[src/rtl/stream_cpu_core.sv]
// stream_cpu_core: streamed-instruction CPU on a valid/ready bus with register file,
// scratch RAM, two-cycle registered load and selectable debug output.
module stream_cpu_core #(
  parameter int DATA_W = 8,
  parameter int REG_AW = 2,
  parameter int MEM_AW = 3,
  parameter int PC_W = 8,
  localparam int NUM_REGS = 2 ** REG_AW,
  localparam int INSTR_W = 3 + 2 * REG_AW
) (
  input  logic               clk,
  input  logic               rst,
  input  logic [INSTR_W-1:0] instr,
  input  logic               instrValid,
  output logic               instrReady,
  output logic [DATA_W-1:0]  dOut,
  output logic               carryOut,
  output logic [PC_W-1:0]    pcOut
);
  typedef enum logic {EXEC, LOAD_WAIT} state_t;
  state_t state_q, state_d;
  logic [DATA_W-1:0] r_q [NUM_REGS];
  logic [DATA_W-1:0] mem_q [2**MEM_AW];
  logic [DATA_W-1:0] rdata_q, a, b, wr_data;
  logic [DATA_W:0] sum, diff;
  logic [PC_W-1:0] pc_q, pc_d;
  logic carry_q, carry_d, sel_q, sel_d, rdy_q, acc, wr_en, st_en, ld_en;
  logic [REG_AW-1:0] rd, rs, ld_rd_q, wr_rd;
  logic [2:0] op;
  assign {op, rd, rs} = instr;
  assign a = r_q[rd];
  assign b = r_q[rs];
  assign sum = {1'b0, a} + {1'b0, b};
  assign diff = {1'b0, a} - {1'b0, b};
  assign instrReady = rdy_q && state_q == EXEC;
  assign acc = instrValid && instrReady;
  assign dOut = sel_q ? DATA_W'(pc_q) : r_q[NUM_REGS-1];
  assign carryOut = carry_q;
  assign pcOut = pc_q;
  // the load writeback owns the register write port during LOAD_WAIT
  assign wr_rd = state_q == LOAD_WAIT ? ld_rd_q : rd;
  always_comb begin
    state_d = state_q;
    pc_d = pc_q;
    carry_d = carry_q;
    sel_d = sel_q;
    wr_en = state_q == LOAD_WAIT;
    wr_data = rdata_q;
    st_en = 1'b0;
    ld_en = 1'b0;
    if (state_q == LOAD_WAIT) state_d = EXEC;
    else if (acc) begin
      pc_d = pc_q + PC_W'(1);
      case (op)
        3'd0: begin wr_en = 1'b1; wr_data = sum[DATA_W-1:0]; carry_d = sum[DATA_W]; end
        3'd1: begin wr_en = 1'b1; wr_data = diff[DATA_W-1:0]; carry_d = diff[DATA_W]; end
        3'd2: begin wr_en = 1'b1; wr_data = a & b; end
        3'd3: begin wr_en = 1'b1; wr_data = a ^ b; end
        3'd4: begin wr_en = 1'b1; wr_data = b; end
        3'd5: st_en = 1'b1;
        3'd6: begin ld_en = 1'b1; state_d = LOAD_WAIT; end
        default:
          case (rd[1:0])
            2'd0: if (carry_q) begin pc_d = pc_q + PC_W'(b); carry_d = 1'b0; end
            2'd1: sel_d = !sel_q;
            2'd2: carry_d = 1'b0;
            default: ;
          endcase
      endcase
    end
  end
  always_ff @(posedge clk or negedge rst) begin
    if (!rst) begin
      state_q <= EXEC;
      pc_q <= '0;
      carry_q <= 1'b0;
      sel_q <= 1'b0;
      rdy_q <= 1'b0;
      for (int i = 0; i < NUM_REGS; i++) r_q[i] <= DATA_W'(i);
    end else begin
      state_q <= state_d;
      pc_q <= pc_d;
      carry_q <= carry_d;
      sel_q <= sel_d;
      rdy_q <= 1'b1;
      if (wr_en) r_q[wr_rd] <= wr_data;
    end
  end
  // scratch RAM and load pipeline carry no reset
  always_ff @(posedge clk) begin
    if (st_en) mem_q[a[MEM_AW-1:0]] <= b;
    if (ld_en) begin
      rdata_q <= mem_q[b[MEM_AW-1:0]];
      ld_rd_q <= rd;
    end
  end
endmodule

[config.mk]
export PLATFORM = sky130hd
export DESIGN_NAME = stream_cpu_core
export DESIGN_NICKNAME = d
export VERILOG_FILES = /design/src/rtl/stream_cpu_core.sv
export SDC_FILE = /design/constraint.sdc
export NUM_CORES = 1
export LEC_CHECK = 0
export CORE_MARGIN = 2
export CORE_UTILIZATION = 35
export CTS_CLUSTER_SIZE = 10
export DETAILED_ROUTE_END_ITERATION = 10
export GPL_TIMING_DRIVEN = 0
export HOLD_SLACK_MARGIN = 0.1
export PLACE_DENSITY = 0.57
export SYNTH_ARGS = -nofsm -noshare
export SYNTH_HDL_FRONTEND = slang
export SYNTH_SLANG_ARGS = --single-unit
export TNS_END_PERCENT = 100
[constraint.sdc]
create_clock -name clk -period 8.3 [get_ports clk]
set_input_delay 1.245 -clock clk [delete_from_list [all_inputs] [get_ports clk]]
set_output_delay 1.245 -clock clk [all_outputs]
set_load 0.02 [all_outputs]
## Yosys cells after proc, flatten, opt, wreduce, memory -nomap -nowiden

Memory sizes are Yosys's and may differ from the RTL's. A register that Yosys moved wholly into a read port is not among the register bits.
Cells that the tools add are included.
Widths: inputs -> output; s select.

- Bits in registers: 46
- RAM bits: 64
- Input bits: 10
- Output and inout bits: 18
- Logic and storage cells: 79
- Memories: 1

Memories:

| memory | words | width | rd ports | clocked after Yosys merged registers in | wr ports | line | RTL |
|---|---|---|---|---|---|---|---|
| mem_q | 8 | 8 | 1 | 1 | 1 | 23 | `logic [DATA_W-1:0] mem_q [2**MEM_AW];` |

- Add/subtract/negate cells: 4
- Magnitude comparators: 4
- Equal/unequal tests: 8
- Mux-type cells: 30
- Bitwise logic cells: 8
- Reduce and logical (&&, ||, !) cells: 14

Operators by type and width:

| operator | number |
|---|---|
| $mux 8 | 11 |
| $pmux 8 s5 | 1 |
| $bmux 8 s2 | 2 |
| $bwmux 32 | 1 |
| $demux 8 s2 | 1 |
| $mux 1 | 12 |
| $reduce_or 5->1 | 2 |
| $add 8x8->9 | 1 |
| $eq 3x3->1 const B | 3 |
| $ge 3x3->1 const B | 3 |
| $not 2->3 | 3 |
| $sub 8x8->9 | 1 |
| $add 8x1->8 const B | 1 |
| $add 8x8->8 | 1 |
| $and 8x8->8 | 1 |
| $reduce_and 4->1 | 2 |
| $xor 8x8->8 | 1 |
| $reduce_or 7->1 | 1 |
| $eq 3x2->1 const B | 2 |
| $eq 3x1->1 const B | 1 |
| $logic_and 1x1->1 | 3 |
| $logic_not 3->1 | 1 |
| $lt 3x1->1 const B | 1 |
| $not 1->1 | 3 |
| 9 further kinds | 9 |

## Logic depth before layout (Yosys ltp)

Gate-level depths: netlist of the first run.

- Depth after elaboration: 9
- Gate-level depth with buffers: 13
- Mapped depth without buffers: 11

## Worst setup path before layout of the first run

OpenSTA, ideal clock, no wires.

- Kind: input port to flip-flop
- From: in instr[0]
- To: reg r_q[7] (netlist bit)
- Arrival: 4,204 ps
- Required time: 8,224 ps
- Path slack: 4,020 ps
- Cell stages on the path: 12
- Path buffers: 3
- Path through: buf_4 -> mux4_2 -> buf_2 -> buf_2 -> inv_1 -> ha_1 -> nor2b_1 -> o2111a_1 -> o41a_1 -> or3_1 -> a41o_1 -> o21ai_2

- Cells in the longest elaborated chain, start to end: 9

RTL lines:

| what | line | RTL |
|---|---|---|
| start, declared | 13 | `input logic [INSTR_W-1:0] instr,` |
| $not 2->3 (not written as such) * | 32 | `assign b = r_q[rs];` |
| $bmux 8 s2 * | 32 |  |
| $mux 8 (not written as such) * (2 in series) | 32 |  |
| net b[1] | 24 | `logic [DATA_W-1:0] rdata_q, a, b, wr_data;` |
| $sub 8x8->9 / $add 8x8->9 (equally long branches) | 34, 33 |  |
| $pmux 8 s5 * | 54 | `case (op)` |
| $mux 8 * | 52 | `else if (acc) begin` |
| $mux 8 * | 51 | `if (state_q == LOAD_WAIT) state_d = EXEC;` |
| $bwmux 32 * | 86 | `if (wr_en) r_q[wr_rd] <= wr_data;` |
| end signal, assigned by index | 86 |  |
| end, declared | 22 | `logic [DATA_W-1:0] r_q [NUM_REGS];` |

Mark *: on every way through the listed nets, which the timed path passes. The rest lies on a longest branch. The select of a mux whose other input is x is not followed.
A chain may end at the register's enable or synchronous reset.

## Worst setup path after layout of the first run

Ends and elaborated chain as after synthesis.

==> results of run 1 <==
worst max-delay path, delay by kind of cell:
| kind | cells | cell delay, ps |
|---|---|---|
| AOI/OAI and AO/OA | 4 | 1160 |
| adders and majority gates | 1 | 400 |
| and+or+nand+nor | 2 | 500 |
| buffers and inverters | 5 | 1760 |
| muxes | 1 | 330 |
layout make-up:
cell class,instances,area (um2)
clock buffers,17,425
flip-flops and latches,118,3330
clock inverters,15,168
fillers,1739,10900
repair buffers,27,275
multi-input cells,407,3100
inverters,22,82.6
plain buffers,32,153
well taps,234,293
metrics by stage:
stage                     worst slack (ps)  total power [uW]   util  instance area (um2)  hold WS, ps
after detailed placement              2810              1630  0.386                 7230          467
final                                 3210              2360  0.418                 7820          477
after floorplan                       4020              1380      -                 6660          449
after global placement                2820              1620  0.386                 7210          461
after CTS                             3210              2370  0.418                 7820          476
after global routing                  3010              2490  0.418                 7820          503
cells in the mapped netlist, types with 3 or more instances:
cell	instances
nand2_1	85
edfxtp_1	74
nor2_1	46
dfrtp_1	40
mux4_2	32
a21oi_1	30
ha_1	25
o21ai_0	20
inv_1	19
o21ai_1	18
nand3_1	17
clkbuf_1	14
o31ai_1	13
buf_2	11
mux2_2	9
nor2b_1	9
and3_1	7
nor3_1	7
xnor2_1	7
a211oi_1	5
a21o_1	4
dfstp_2	4
nand2b_1	4
nor4_1	4
o21ai_2	4
a31oi_1	3
buf_1	3
buf_4	3
fa_1	3
mux2i_1	3
worst min path at each step:
stage,from,to,slack [ps],cells after the start
floorplan,r_q[9],r_q[9],450,2
global placement,r_q[9],r_q[9],460,2
detailed placement,r_q[9],r_q[9],470,2
CTS,r_q[9],r_q[9],480,2
global route,r_q[9],r_q[9],500,2
finish,r_q[9],r_q[9],480,2
metal layers:
layer | vias to the layer above | part of all wire | global-route usage
met5 | - | 0 | 0
met4 | 0 | 0.014 | 0.0521
met3 | 15 | 0.042 | 0.0350
met2 | 126 | 0.48 | 0.287
met1 | 2419 | 0.46 | 0.241
li1 | 2257 | - | -
where the power goes:
group	internal, uW	switching, uW
registers	718	65.2
clock network	449	282
logic	361	485
registers in the layout, indices dropped and copies added (netlist names):
signal / cells
pcOut: 8
rdy_q: 1
sel_q: 1
state_q: 1
ld_rd_q: 2
mem_q: 64
r_q: 32
carryOut: 1
rdata_q: 8
cells by family after synthesis:
kind of cell,synth area share
mux,0.130
fa+ha+maj,0.0560
xor+xnor,0.0105
simple gates,0.133
other cells,0.000563
flops,0.500
compound gates,0.135
buf+inv,0.0353
==> impl_metrics.toml, run 1 <==
[power]
p_per_area_nw_per_um2 = 302
ir_drop_mv = 0.182
p_leak_uw = 0.00291

[synthesis]
synth_top_area_share = 0.334
synth_fp_nets = 617
syn_area_per_cell_um2 = 11.5
netlist_instances = 579
synth_top_cell_by_area = "edfxtp_1"
async_flop_share = 0.373
synth_ff_type = "edfxtp_1"
ys_ff_latch = 118
synth_edf_count = 74
synth_area_um2 = 6660
synth_warnings = 0
yosysSeqAreaShare = 0.500
synth_area_leaders = "edfxtp_1, dfrtp_1, mux4_2"
ys_types = 74

[critical_path]
critPathLaunchType = "primary input"
endpoint = "r_q[7]"
crit_path_cell_trace = "clkdlybuf4s50_1 > buf_4 > mux4_2 > buf_2 > buf_2 > inv_1 > ha_1 > nor2b_1 > o2111a_1 > o41a_1 > or3_1 > a41o_1 > o21ai_2"
r2r_cells = 11
path_class = "in -> reg"
end_kind = "flop"
arrival_ps = 5420
cp_max_fo = 20
required_ps = 8630
cp_common_cell = "buf_2"
setup.worst_path.start = "instr[0]"
r2r_setup_slack_ps = 4340
cpMaxStageDelayCell = "clkdlybuf4s50_1"
r2r-start = "r_q[1]"
cpPeakStageDelay_ps = 500
rr_endpoint = "r_q[7]"

[placed_design]
portBuffers = 26
place.gp.congestion = 0.857
dp_cells = 840
hpwlAfterDp_um = 12200

[global_route]
grt-ovfl-total = 0
grt_pass1_wl_um = 27100
grt_start_max_net_pins = 31
grt_pass1_vias = 4783
grt_usage = 0.177
antenna_found_initial = 0

[route]
routed_wl_um = 17000
post_drt_wl_per_cell_um = 19.5
drc = 0
viasPerCell = 5.52
drt_first_pass_iters = 5
ant_nets = 0
via_count = 4817
drt_iter0_markers = 494

[floorplan]
die_w_um = 142
start_util = 0.356
dieArea_um2 = 20100
coreArea_um2 = 18700
io_pins = 28
rows = 50
die_y_um = 142

[cells_and_area]
syn_to_final_growth_pct = 17.4
diodes = 0
layout_commonest_cell = "nand2_1"
final_cells = 872
final_cell_mix = "nand2_1, edfxtp_1, nor2_1, dfrtp_1, mux4_2"
drive_gt1_frac = 0.172
fin_nets = 663

[sta]
fin_crit_ps = 5090
post-route-period-util = 0.613
fmax_ghz = 0.197
slew_violations = 0
finClkSkew_ps = 7.57
hold_viol = 0
maxSlewHeadroom = 0.456
setup-tns-final_ps = 0
setup-violations-final = 0
rsz0062_at_grt = "no"
tightestPinTransition_ps = 814

[min_path]
hold_path.class = "reg -> reg"

[clock_network]
hold_buffers = 0
cts.sinks = 118
cts_tree = "done"
cts_resized = 0
cts_setup_buffers = 0
cts_root_buf = "clkbuf_16"
path_clk_slew_ps = 60
cts_buffers = 17
clk-insertion-delay-late_ps = 410
clock_path_buffers = 2
htree_levels = 4

[status]
status = "complete, no violations"

[flow_run]
maxCapViolations = 0
Power figures use the tool's default switching activity.
==> run 2, diff against run 1 <==
--- a/config.mk
+++ b/config.mk
@@ -11,7 +11,7 @@
 export DETAILED_ROUTE_END_ITERATION = 10
 export GPL_TIMING_DRIVEN = 0
 export HOLD_SLACK_MARGIN = 0.1
-export PLACE_DENSITY = 0.57
+export PLACE_DENSITY = 0.59
 export SYNTH_ARGS = -nofsm -noshare
 export SYNTH_HDL_FRONTEND = slang
 export SYNTH_SLANG_ARGS = --single-unit
==> constraint.sdc (replaced) <==
create_clock -name clk -period 4.5 [get_ports clk]
set_input_delay 0.675 -clock clk [delete_from_list [all_inputs] [get_ports clk]]
set_output_delay 0.675 -clock clk [all_outputs]
set_load 0.02 [all_outputs]
==> run 2 against run 1 <==
  * Clock power is 83% higher
  * First-iteration DRC count is 18% lower
  * Critical path depth stayed put
  * Largest power group unchanged
  * Critical path type unchanged
  * Setup slack worse by 3000 ps
==> impl_metrics.toml, run 2 (same netlist as run 1, synthesis figures left out) <==
[status]
status = "complete, no violations"

[placed_design]
portBuffers = 26
place_ws_ps = -455
hpwlAfterDp_um = 12300
place.gp.congestion = 0.872

[critical_path]
cpMaxStageDelayCell = "clkdlybuf4s50_1"
cpPeakStageDelay_ps = 490
cp_max_fo = 20
critPathLaunchType = "primary input"
end_kind = "flop"
path_class = "in -> reg"
crit_path_cell_trace = "clkdlybuf4s50_1 > buf_4 > mux4_2 > buf_2 > buf_6 > clkinvlp_4 > ha_1 > nor2b_1 > o2111a_1 > o41a_1 > or3_1 > a41o_1 > o21ai_2"
arrival_ps = 4590
r2r_cells = 11
required_ps = 4830
r2r-start = "r_q[1]"
setup.worst_path.start = "instr[0]"

[route]
drc = 0
post_drt_wl_per_cell_um = 19.8
drt_iter0_markers = 406
routed.top_layer = "met4"
ant_nets = 0
viasPerCell = 5.51
drt-met1-wl_um = 7900
via_count = 4808
routed_wl_um = 17300
dr_wl_met3_um = 807
drt_first_pass_iters = 5
dr_wl_met2_um = 8290

[floorplan]
coreArea_um2 = 18700
die_w_um = 142
dieArea_um2 = 20100
io_pins = 28
start_util = 0.356
rows = 50
die_y_um = 142

[clock_network]
cts.sinks = 118
cts_tree = "done"
htree_levels = 4
clk-insertion-delay-late_ps = 420
path_clk_slew_ps = 60
clock_path_buffers = 2
cts_buffers = 17
cts_root_buf = "clkbuf_16"
hold_buffers = 0

[cells_and_area]
final_cell_mix = "nand2_1, edfxtp_1, nor2_1, dfrtp_1, mux4_2"
largest_reg_flops = 64
fin_nets = 663
drive_gt1_frac = 0.176
layout_commonest_cell = "nand2_1"
diodes = 0
syn_to_final_growth_pct = 17.6

[sta]
post-route-period-util = 0.947
fin_crit_ps = 4260
finalWorstSetupSlack_ps = 239
rsz0062_at_grt = "no"
finClkSkew_ps = 7.93
slew_violations = 0
maxSlewHeadroom = 0.321
tightestPinTransition_ps = 1010
setup-tns-final_ps = 0
fmax_ghz = 0.235
hold_viol = 0
setup-violations-final = 0

[global_route]
grt_usage = 0.179
grt_pass1_vias = 4764
grt-ovfl-total = 0
grt_start_max_net_pins = 32
grt_pass1_wl_um = 27000
antenna_found_initial = 0

[power]
p_leak_uw = 0.00290
p_per_area_nw_per_um2 = 555
ir_drop_mv = 0.320

[flow_run]
maxCapViolations = 0

[min_path]
hold_path.class = "in -> async"
[run 2: changes by cell type in the layout (fill, tap and decap cells not counted), sizes merged]
cell and delta:
clkinv -1, clkinvlp +3, inv -2
[run 2: what timing repair did]
item | in CTS | in global routing
setup endpoints to repair | 4 | 4
gates cloned | 0 | 0
setup buffers | 0 | 0
resized for setup | 1 | 2
[run 2: stage by stage]
step | hold slack [ps] | power, uW | util | std cells | instance area [um2]
2_1_floorplan | 379 | 2540 | - | 579 | 6660
3_3_place_gp | 458 | 2970 | 0.386 | 839 | 7210
3_5_place_dp | 470 | 3010 | 0.386 | 840 | 7230
4_1_cts | 173 | 4370 | 0.418 | 872 | 7820
5_1_grt | 189 | 4590 | 0.419 | 872 | 7830
6_report | 174 | 4350 | 0.419 | 872 | 7830
[run 2: worst paths after layout]
path / endpoint / slack [ps]
worst max-delay path: r_q[23] / 240
worst min-delay path: r_q[31] / 170
worst max register to register: r_q[23] / 790
worst min register to register: r_q[9] / 480
max in group asynchronous: r_q[9] / 3760
min in group clk: r_q[9] / 480
[run 2: report_power, final]
part | total (uW) | internal (uW) | leakage, uW | switching (uW)
logic | 1560 | 671 | 0.00142 | 890
clock network | 1340 | 825 | 0.000274 | 517
registers | 1450 | 1320 | 0.00121 | 122
total | 4350 | 2820 | 0.00290 | 1530
[run 2: area by class of cell]
class / count / area (um2)
fill: 1708 / 10900
clock buffer: 17 / 425
buffer: 32 / 159
clock inverter: 15 / 168
multi-input combinational: 407 / 3100
tap: 234 / 293
sequential: 118 / 3330
inverter: 22 / 86.3
timing repair buffer: 27 / 275
[run 2: layer usage]
metal / vias to the layer above / global-route usage
li1: 2262 / -
met1: 2392 / 0.250
met2: 134 / 0.287
met3: 20 / 0.0333
met4: 0 / 0.0537
met5: - / 0
[run 2: critical path, delay by kind of cell]
kind	cells	cell delay, ps
buf+inv	5	1500
compound gates	4	1180
simple gates	2	510
fa+ha+maj	1	380
mux	1	350
==> run 3, diff against run 2 <==
--- a/config.mk
+++ b/config.mk
@@ -5,7 +5,6 @@
 export SDC_FILE = /design/constraint.sdc
 export NUM_CORES = 1
 export LEC_CHECK = 0
-export CORE_MARGIN = 2
 export CORE_UTILIZATION = 35
 export CTS_CLUSTER_SIZE = 10
 export DETAILED_ROUTE_END_ITERATION = 10
@@ -15,4 +14,4 @@
 export SYNTH_ARGS = -nofsm -noshare
 export SYNTH_HDL_FRONTEND = slang
 export SYNTH_SLANG_ARGS = --single-unit
-export TNS_END_PERCENT = 100
+export TNS_END_PERCENT = 1
==> run 3 against run 2 <==
  * Clock skew rose by 0.72 ps
  * Clock power up 3%
  * Register-to-register slack gained 20 ps
  * Non-clock buffer count stayed put
  * Sequential share of layout area about the same
  * Largest cell class unchanged
  * Worst hold slack worse by 4.5 ps
  * Design area up 0.11%
  * Critical path type unchanged
==> impl_metrics.toml, run 3 (same netlist as run 1, synthesis figures left out) <==
[route]
via_count = 4868
post_drt_wl_per_cell_um = 19.9
ant_nets = 0
viasPerCell = 5.59
drc = 0
drt_first_pass_iters = 4
drt_iter0_markers = 422
routed_wl_um = 17400

[cells_and_area]
largest_reg_flops = 64
multi_input_area_um2 = 3100
syn_to_final_growth_pct = 17.7
seqCellArea_um2 = 3330
layout_commonest_cell = "nand2_1"
diodes = 0
fillers = 1702
fin_nets = 663
final_cell_mix = "nand2_1, edfxtp_1, nor2_1, dfrtp_1, mux4_2"
drive_gt1_frac = 0.166

[floorplan]
start_util = 0.356
die_y_um = 140
rows = 50
dieArea_um2 = 19600
coreArea_um2 = 18700
io_pins = 28
die_w_um = 140

[critical_path]
r2r_cells = 11
required_ps = 4840
arrival_ps = 4600
path_class = "in -> reg"
cp_max_fo = 20
rr_endpoint = "r_q[7]"
critPathLaunchType = "primary input"
r2r_setup_slack_ps = 810
end_kind = "flop"
r2r-start = "r_q[1]"

[status]
status = "complete, no violations"

[sta]
maxSlewHeadroom = 0.422
tightestPinTransition_ps = 862
fmax_ghz = 0.235
hold_viol = 0
post-route-period-util = 0.947
setup-violations-final = 0
setup-tns-final_ps = 0
finClkSkew_ps = 8.65
rsz0062_at_grt = "no"
slew_violations = 0
fin_crit_ps = 4260

[global_route]
grt-ovfl-total = 0
grt_util_met3 = 0.0393
grt_pass1_vias = 4843
grt_use_met1 = 0.249
grt.met2_usage = 0.292
grt_busiest_layer = "met2"
grt_pass1_wl_um = 26900
grt_usage = 0.185
grt_start_max_net_pins = 32
antenna_found_initial = 0

[clock_network]
clk-insertion-delay-late_ps = 420
hold_buffers = 0
htree_levels = 4
cts_tree = "done"
cts_buffers = 17
cts.sinks = 118
path_clk_slew_ps = 60
cts_root_buf = "clkbuf_16"
clock_path_buffers = 2

[power]
ir_drop_mv = 0.335
p_leak_uw = 0.00292
p_per_area_nw_per_um2 = 563
p_total_uw = 4410

[placed_design]
portBuffers = 26
hpwlAfterDp_um = 12300
place.gp.congestion = 0.874

[flow_run]
maxCapViolations = 0

[min_path]
hold_path.class = "in -> async"
## run 3: changes by cell type in the layout (fill, tap and decap cells not counted), sizes merged
cell,previous run,this run
bufinv,2,4
clkinv,3,5
inv,26,21
clkbuf,31,36
clkinvlp,6,1
## run 3: what timing repair did
item                                   in CTS  in global routing
setup endpoints to repair                   4                  7
endpoints found under the hold margin       0                  0
setup buffers                               0                  0
gates resized for setup                     1                  3
## run 3: power by group
group	total, uW	internal [uW]	switching [uW]
Sequential	1450	1320	124
Combinational	1580	674	910
Clock	1380	920	459
Total	4410	2920	1490
## run 3: layout make-up
class,instances,area share
sequential,118,0.425
multi-input combinational,407,0.396
clock buffer,22,0.0567
tap,234,0.0373
timing repair buffer,27,0.0351
buffer,32,0.0203
clock inverter,9,0.0193
inverter,22,0.0110
## run 3: critical path, stage by stage
cell and delay [ps]:
clkdlybuf4s50_1 500, buf_4 240, mux4_2 350, buf_2 280, buf_6 270, clkinvlp_4 220, ha_1 380, nor2b_1 150
o2111a_1 260, o41a_1 400, or3_1 370, a41o_1 350, o21ai_2 140
## run 3: through the flow
stage / cell area, um2 / instances / util / hold slack, ps / setup slack (ps)
6_report: 7840 / 871 / 0.419 / 170 / 241
5_1_grt: 7840 / 871 / 0.419 / 178 / 35.6
4_1_cts: 7830 / 871 / 0.418 / 168 / 82.6
3_5_place_dp: 7230 / 840 / 0.386 / 474 / -454
3_3_place_gp: 7210 / 839 / 0.386 / 459 / -430
2_1_floorplan: 6660 / 579 / - / 379 / 790
## run 3: per-layer routing
metal | wire (um) | vias to the layer above | part of all wire
met5 | 0 | - | 0
met4 | 361 | 0 | 0.021
met3 | 841 | 30 | 0.048
met2 | 8280 | 131 | 0.48
met1 | 7890 | 2443 | 0.45
li1 | - | 2264 | -
## run 3: how the worst max path moves through the flow
stage | from | endpoint | slack [ps] | depth (start not counted)
4_1_cts | instr[0] | r_q[7] | 80 | 13
3_5_place_dp | instr[0] | r_q[7] | -450 | 13
2_1_floorplan | instr[0] | r_q[7] | 790 | 12
6_report | instr[0] | r_q[7] | 240 | 13
5_1_grt | instr[0] | r_q[15] | 40 | 13
3_3_place_gp | instr[0] | r_q[7] | -430 | 13
